$ cat src/rtl/rotary_input.sv
// Conditioning front-end for the LCD panel controls: synchronises, filters and debounces
// the quadrature encoder and push switch, and emits clean one-clock step/button events.
module rotary_input #(
    parameter int SAMPLE_DIV     = 256,
    parameter int ENC_STABLE     = 2,
    parameter int BTN_DEB        = 128,
    parameter int BTN_ACTIVE_LOW = 0
) (
    input  logic       i_clk,
    input  logic       i_rst_n,
    input  logic [1:0] i_enc,
    input  logic       i_d_sw,
    output logic       o_step_up,
    output logic       o_step_dn,
    output logic [7:0] o_enc_pos,
    output logic       o_btn_state,
    output logic       o_press,
    output logic       o_release,
    output logic       o_changed,
    output logic       o_enc_err
);

    localparam int DIV_W = $clog2(SAMPLE_DIV);
    localparam int RUN_W = $clog2(ENC_STABLE + 1);
    localparam int DEB_W = $clog2(BTN_DEB);

    typedef enum logic [2:0] {
        S_IDLE, S_CW1, S_CW2, S_CW3, S_CCW1, S_CCW2, S_CCW3, S_ERR
    } state_t;

    logic [1:0]       r_enc_s1, r_enc_s2;
    logic             r_sw_s1, r_sw_s2;
    logic             w_sw;
    logic [DIV_W-1:0] r_div;
    logic             w_tick;
    logic [1:0]       r_enc_f, r_enc_cand;
    logic [RUN_W-1:0] r_enc_run, w_run_inc;
    logic             w_enc_acc;
    state_t           r_state, w_state_next;
    logic             w_up, w_dn;
    logic             r_btn_state;
    logic [DEB_W-1:0] r_deb_cnt;
    logic             w_btn_diff, w_btn_flip;
    logic             r_step_up, r_step_dn, r_press, r_release, r_changed;
    logic [7:0]       r_enc_pos;

    always_ff @(posedge i_clk or negedge i_rst_n) begin
        if (!i_rst_n) begin
            r_enc_s1 <= '0;
            r_enc_s2 <= '0;
            r_sw_s1  <= 1'b0;
            r_sw_s2  <= 1'b0;
            r_div    <= '0;
        end else begin
            r_enc_s1 <= i_enc;
            r_enc_s2 <= r_enc_s1;
            r_sw_s1  <= i_d_sw;
            r_sw_s2  <= r_sw_s1;
            r_div    <= w_tick ? '0 : r_div + DIV_W'(1);
        end
    end

    assign w_sw   = (BTN_ACTIVE_LOW != 0) ? ~r_sw_s2 : r_sw_s2;
    assign w_tick = (r_div == DIV_W'(SAMPLE_DIV - 1));

    // A code is accepted once it has been seen on ENC_STABLE consecutive ticks.
    assign w_run_inc = (r_enc_s2 == r_enc_cand) ? r_enc_run + RUN_W'(1) : RUN_W'(1);
    assign w_enc_acc = w_tick && (r_enc_s2 != r_enc_f) && (w_run_inc >= RUN_W'(ENC_STABLE));

    always_ff @(posedge i_clk or negedge i_rst_n) begin
        if (!i_rst_n) begin
            r_enc_f    <= '0;
            r_enc_cand <= '0;
            r_enc_run  <= '0;
        end else if (w_tick) begin
            if (r_enc_s2 == r_enc_f) begin
                r_enc_run <= '0;
            end else if (w_enc_acc) begin
                r_enc_f   <= r_enc_s2;
                r_enc_run <= '0;
            end else begin
                r_enc_cand <= r_enc_s2;
                r_enc_run  <= w_run_inc;
            end
        end
    end

    always_ff @(posedge i_clk or negedge i_rst_n) begin
        if (!i_rst_n) r_state <= S_IDLE;
        else          r_state <= w_state_next;
    end

    // Each state rests on one code; the accepted code moves forward, one back, or to ERR.
    always_comb begin
        w_state_next = r_state;
        w_up         = 1'b0;
        w_dn         = 1'b0;
        if (w_enc_acc) begin
            case (r_state)
                S_IDLE: case (r_enc_s2)
                    2'b01:   w_state_next = S_CW1;
                    2'b10:   w_state_next = S_CCW1;
                    2'b11:   w_state_next = S_ERR;
                    default: ;
                endcase
                S_CW1: case (r_enc_s2)
                    2'b11:   w_state_next = S_CW2;
                    2'b00:   w_state_next = S_IDLE;
                    default: w_state_next = S_ERR;
                endcase
                S_CW2: case (r_enc_s2)
                    2'b10:   w_state_next = S_CW3;
                    2'b01:   w_state_next = S_CW1;
                    default: w_state_next = S_ERR;
                endcase
                S_CW3: case (r_enc_s2)
                    2'b00:   begin w_state_next = S_IDLE; w_up = 1'b1; end
                    2'b11:   w_state_next = S_CW2;
                    default: w_state_next = S_ERR;
                endcase
                S_CCW1: case (r_enc_s2)
                    2'b11:   w_state_next = S_CCW2;
                    2'b00:   w_state_next = S_IDLE;
                    default: w_state_next = S_ERR;
                endcase
                S_CCW2: case (r_enc_s2)
                    2'b01:   w_state_next = S_CCW3;
                    2'b10:   w_state_next = S_CCW1;
                    default: w_state_next = S_ERR;
                endcase
                S_CCW3: case (r_enc_s2)
                    2'b00:   begin w_state_next = S_IDLE; w_dn = 1'b1; end
                    2'b11:   w_state_next = S_CCW2;
                    default: w_state_next = S_ERR;
                endcase
                default: if (r_enc_s2 == 2'b00) w_state_next = S_IDLE;
            endcase
        end
    end

    assign w_btn_diff = (w_sw != r_btn_state);
    assign w_btn_flip = w_tick && w_btn_diff && (r_deb_cnt == DEB_W'(BTN_DEB - 1));

    always_ff @(posedge i_clk or negedge i_rst_n) begin
        if (!i_rst_n) begin
            r_btn_state <= 1'b0;
            r_deb_cnt   <= '0;
        end else if (w_tick) begin
            if (!w_btn_diff) begin
                r_deb_cnt <= '0;
            end else if (w_btn_flip) begin
                r_btn_state <= ~r_btn_state;
                r_deb_cnt   <= '0;
            end else begin
                r_deb_cnt <= r_deb_cnt + DEB_W'(1);
            end
        end
    end

    // Event sources are tick-qualified, so every registered pulse lasts exactly one clock.
    always_ff @(posedge i_clk or negedge i_rst_n) begin
        if (!i_rst_n) begin
            r_step_up <= 1'b0;
            r_step_dn <= 1'b0;
            r_press   <= 1'b0;
            r_release <= 1'b0;
            r_changed <= 1'b0;
            r_enc_pos <= '0;
        end else begin
            r_step_up <= w_up;
            r_step_dn <= w_dn;
            r_press   <= w_btn_flip & ~r_btn_state;
            r_release <= w_btn_flip & r_btn_state;
            r_changed <= w_up | w_dn | w_btn_flip;
            if (w_up)      r_enc_pos <= r_enc_pos + 8'd1;
            else if (w_dn) r_enc_pos <= r_enc_pos - 8'd1;
        end
    end

    assign o_step_up   = r_step_up;
    assign o_step_dn   = r_step_dn;
    assign o_enc_pos   = r_enc_pos;
    assign o_btn_state = r_btn_state;
    assign o_press     = r_press;
    assign o_release   = r_release;
    assign o_changed   = r_changed;
    assign o_enc_err   = (r_state == S_ERR);

endmodule

$ cat config.mk
export PLATFORM = sky130hd
export DESIGN_NAME = rotary_input
export DESIGN_NICKNAME = d
export VERILOG_FILES = /design/src/rtl/rotary_input.sv
export SDC_FILE = /design/constraint.sdc
export NUM_CORES = 1
export LEC_CHECK = 0
export CAP_MARGIN = 25
export CORE_UTILIZATION = 57
export CTS_CLUSTER_DIAMETER = 100
export DETAILED_ROUTE_END_ITERATION = 8
export HOLD_SLACK_MARGIN = 0.15
export PLACE_DENSITY = 0.8
export SYNTH_ARGS = -nofsm -noshare
export SYNTH_HDL_FRONTEND = slang
export SYNTH_SLANG_ARGS = --single-unit
$ cat constraint.sdc
create_clock -name i_clk -period 4.4 [get_ports i_clk]
set_input_delay 1.32 -clock i_clk [delete_from_list [all_inputs] [get_ports i_clk]]
set_output_delay 1.32 -clock i_clk [all_outputs]
set_load 0.01 [all_outputs]
# == Word-level counts from Yosys, hierarchy flattened ==
# Index checks and enable logic that the tools add are counted.
# totals
reg_bits,44
# op_classes
addsub,5
n_reduce_logical,14
n_lt_le_gt_ge,1
bitwise,7
n_mux,20
eq_ne,17
# ops
op,count
2-to-1 mux 8 bit,3
one-hot mux 3 bit (2 select lines),3
adder 8 x 1 -> 8 bit (second input constant),2
one-hot mux 3 bit (5 select lines),1
2-to-1 mux 7 bit,2
== test 3 bit (second input constant),4
AND reduction 3 bit,4
one-hot mux 3 bit (3 select lines),1
== test 8 bit (second input constant),1
subtractor 8 x 1 -> 8 bit (second input constant),1
adder 7 x 1 -> 7 bit (second input constant),1
== test 7 bit (second input constant),1
== test 3 x 2 -> 1 bit (second input constant),2
2-to-1 mux 2 bit,3
nonzero test 6 bit,1
2-to-1 mux 1 bit,5
== test 2 bit,2
== test 2 bit (second input constant),2
logical AND 1 bit,4
inequality test 4 x 1 -> 1 bit (second input constant),1
one-hot mux 2 bit (2 select lines),1
OR reduction 2 bit,2
== test 3 x 1 -> 1 bit (second input constant),1
logical NOT 3 bit,1
11 further kinds,15

# == Logic depth before layout (Yosys ltp) ==
# logic_depth
depth_word,7
depth_mapped,11
depth_no_buf,11

# == Worst setup path before layout ==
# No wires, ideal clock.
# synth_timing
path_type,register -> register
startpoint,reg r_div[0]
endpoint,"reg r_enc_pos[7], in the netlist o_enc_pos[7]"
path_stages_with_launch,11
t_arrival_ps,2967
setup_slack_ps,1354
n_path_buf,0
period_less_slack_ps,3046
t_required_ps,4321
cell_sequence,dfrtp_1 -> ha_1 -> nand4_4 -> or4_4 -> or2_2 -> ha_1 -> a21oi_1 -> a211oi_1 -> or3_1 -> a21oi_1 -> xor2_1
# synth_via
elab_chain_len,5
elab_cells_between_ends,7
classes_between,eq/ne (1); mux (3); reduce/logical (3)
# synth_rtl
item,line_no,text
"start, declared",34,logic [DIV_W-1:0] r_div;
"start signal, assigned",59,r_div <= w_tick ? '0 : r_div + DIV_W'(1);
== test 8 bit *,64,assign w_tick = (r_div == DIV_W'(SAMPLE_DIV - 1));
logical AND 1 bit * (2 in a row),68,assign w_enc_acc = w_tick && (r_enc_s2 != r_enc_f) && (w_run_inc >= RUN_W'(ENC_STABLE));
2-to-1 mux 1 bit,98,if (w_enc_acc) begin
2-to-1 mux 8 bit / nonzero test 2 bit (equally long branches),-,
"end signal, assigned",175,if (w_up) r_enc_pos <= r_enc_pos + 8'd1;
"end signal, assigned",176,else if (w_dn) r_enc_pos <= r_enc_pos - 8'd1;
"end, declared",45,logic [7:0] r_enc_pos;
# Mark *: on every way between the ends. The rest lies on a longest branch, timed or not.
# A chain may end at the register's enable or synchronous reset.

# == Worst setup path after layout ==
# Same ends and word-level chain as after synthesis.

==> qor.csv <==
stage,metric,value,unit
power,ir_drop,0.249,mV
power,p_total,0.745,mW
setup_path,critPathCapture,o_enc_pos[7]$_DFFE_PN0P_,
routing,wire_per_inst,14.1,um
setup_path,r2r_start,r_div[0]$_DFF_PN0_,
setup_path,crit_chain,"ha_1, nand4_4, or4_4, or2_2, ha_1, a21oi_1, o21ai_0, or3_1, a21oi_1, xor2_1",
clock_tree,htree_levels,2,
cells_and_area,diodes,0,
synth,synth.distinct_cells,36,
job,drv_cap,0,
routing,vias,1600,
setup_path,r2r-end,o_enc_pos[7]$_DFFE_PN0P_,
global_routing,antenna_found_initial,0,
routing,ant_nets,0,
timing,timing.slew.headroom,58.6,%
synth,seq_area_frac_synth,48.8,%
global_routing,grt_pass1_vias,1620,
timing,worstMarginPinSlew,0.618,ns
timing,setup_viol,0,
setup_path,setup.worst_path.class,flip-flop to flip-flop,
global_routing,grt_max_degree,45,
cells_and_area,fin_util,70.0,%
timing,fin_ws,0.902,ns
global_routing,grt_usage,22.4,%
floorplanning,fp.dieW,64.9,um
routing,vias_per_cell,5.67,
timing,hold_viol,0,
floorplanning,ios,20,
setup_path,rrSetupSlack,0.90,ns
timing,slew_violations,0,
floorplanning,num_rows,22,
timing,grt_setup_unrepaired,false,
timing,max_freq,286,MHz
setup_path,start_kind,flip-flop,
clock_tree,cts.sinks,44,
floorplanning,start_util,60.7,%
synth,syn_area,2260,um2
setup_path,cp.required,4.63,ns
synth,ys.flop_type,dfrtp_1,
synth,syn_inst,212,
setup_path,crit_slowest_cell,or4_4,
power,powerDensity,286,nW/um2
setup_path,crit_path_end_kind,flip-flop,
clock_tree,max-clock-path-buffers,2,
placed_design,port_buffers,19,
timing,finClkSkew,0.00851,ns
placed_design,finalWeightedCongestion,0.843,
setup_path,cp-startpoint,r_div[0]$_DFF_PN0_,
clock_tree,clk_latency,0.30,ns
timing,post-route-min-period,3.50,ns
synth,synth_seq_cells,44,
synth,synth_fp_nets,231,
floorplanning,core,3720,um2
global_routing,grt_overflow,0,
clock_tree,clk_pin_slew,0.09,ns
cells_and_area,final_common_cell,dfrtp_1,
status,status,"finished, final reports clean",
cells_and_area,most-common-layout-cells,"44 x dfrtp_1, 21 x nand2_1, 19 x o21ai_0",
setup_path,crit_path_max_fanout,15,
clock_tree,postCtsSetupBuffers,0,
power,total_leakage_power,1.23,nW
routing,drc,0,
routing,routed_wl,3970,um
placed_design,post-place-ws,0.985,ns
clock_tree,cts_tree,yes,
clock_tree,numCtsBuffers,5,
cells_and_area,syn2layout_area_growth,15.3,%
synth,synthArstFlopShare,100,%
timing,fin_crit_sh,79.5,%
synth,synth_edf_count,0,
worst_hold_path,hold_path.class,flip-flop to flip-flop,
timing,finalSetupTns,0,ns
synth,yosys_warnings,0,
clock_tree,hold_buffers,0,
cells_and_area,drive_above_1_share,10.3,%
clock_tree,cts-resized-gates,0,
floorplanning,die_height,64.9,um
synth,avgSynthCellArea,10.6,um2
routing,first_pass_iters,4,
placed_design,dp_hpwl,2840,um
cells_and_area,layout.nets,252,
floorplanning,die-area,4210,um2
clock_tree,clock-root-buffer,clkbuf_8,
global_routing,grt_pass1_wl,7000,um
setup_path,r2r_cells,10,
setup_path,max_stage_delay,0.62,ns
setup_path,worstPathArrival,3.73,ns
routing,drt_iter0_drc,64,
==> metrics by stage <==
stage,cell area (um2),hold WS [ns],cells
detailed placement,2470,0.341,273
global route,2600,0.361,282
CTS,2580,0.360,281
finish,2600,0.354,282
global placement,2470,0.337,273
floorplan,2260,0.331,212
==> registers in the layout (all words and copies together), names as in the netlist, 3 cells and up <==
register,count
o_enc_pos,8
r_deb_cnt,7
r_div,8
r_state,3
==> kinds of logic (layout without fill, tap and decap cells) <==
group | count (synthesis) | after routing | synth area share (%)
AOI/OAI and AO/OA | 46 | 46 | 12.3
xor gates and xnor gates | 20 | 20 | 7.76
adders and majority gates | 14 | 14 | 8.10
buffers and inverters | 15 | 37 | 2.88
DFF | 44 | 44 | 48.8
muxes | 8 | 8 | 5.49
and+or+nand+nor | 65 | 65 | 14.7
==> where the power goes <==
group / total, mW / internal, mW / switching, mW
Sequential: 0.409 / 0.407 / 0.00245
Clock: 0.307 / 0.168 / 0.139
Combinational: 0.0289 / 0.0114 / 0.0175
Total: 0.745 / 0.586 / 0.159
==> worst min path at each step <==
stage | start | to | slack, ns | cells past startpoint
5_1_grt | r_enc_s1[0]$_DFF_PN0_ | r_enc_s2[0]$_DFF_PN0_ | 0.36 | 0
2_1_floorplan | r_enc_s1[0]$_DFF_PN0_ | r_enc_s2[0]$_DFF_PN0_ | 0.33 | 0
3_5_place_dp | r_enc_s1[1]$_DFF_PN0_ | r_enc_s2[1]$_DFF_PN0_ | 0.34 | 0
6_report | r_enc_s1[1]$_DFF_PN0_ | r_enc_s2[1]$_DFF_PN0_ | 0.35 | 0
4_1_cts | r_enc_s1[1]$_DFF_PN0_ | r_enc_s2[1]$_DFF_PN0_ | 0.36 | 0
3_3_place_gp | r_enc_s1[1]$_DFF_PN0_ | r_enc_s2[1]$_DFF_PN0_ | 0.34 | 0
==> area by class of cell <==
class | instances | area [um2]
fill | 277 | 1110
timing repair buffer | 20 | 205
multi-input combinational | 153 | 1090
clock inverter | 3 | 42.5
inverter | 9 | 33.8
sequential | 44 | 1100
clock buffer | 5 | 68.8
tap | 48 | 60.1
==> cells in the mapped netlist, drive strengths merged (2+ instances only) <==
cell / count / area (um2)
dfrtp: 44 / 1100
o21ai: 19 / 95.1
nor2: 15 / 56.3
o211ai: 2 / 15.0
or3: 2 / 12.5
inv: 9 / 33.8
clkbuf: 4 / 15.0
or2: 3 / 18.8
a21o: 2 / 15.0
o31ai: 4 / 30.0
and2: 4 / 25.0
buf: 2 / 16.3
nand2: 21 / 78.8
nor3: 2 / 10.0
xor2: 9 / 78.8
xnor2: 11 / 96.3
or4: 2 / 18.8
mux2: 7 / 101
ha: 13 / 163
a211oi: 3 / 22.5
o21bai: 2 / 15.0
nand3: 7 / 35.0
nand2b: 3 / 18.8
and3: 4 / 25.0
a21oi: 10 / 50.1
==> layer usage <==
metal  track usage (%)  part of all wire [%]
met1              26.1                    45
met2              37.2                    51
met3              6.51                   2.8
met4              11.4                   1.5
met5                 0                     0
==> worst max-delay path, delay by kind of cell, from the launching register on <==
family	cells	cell delay, ns
fa+ha+maj	2	0.70
simple gates	4	1.62
flops	1	0.41
compound gates	3	0.53
xor+xnor	1	0.15
Power figures use the tool's default switching activity.
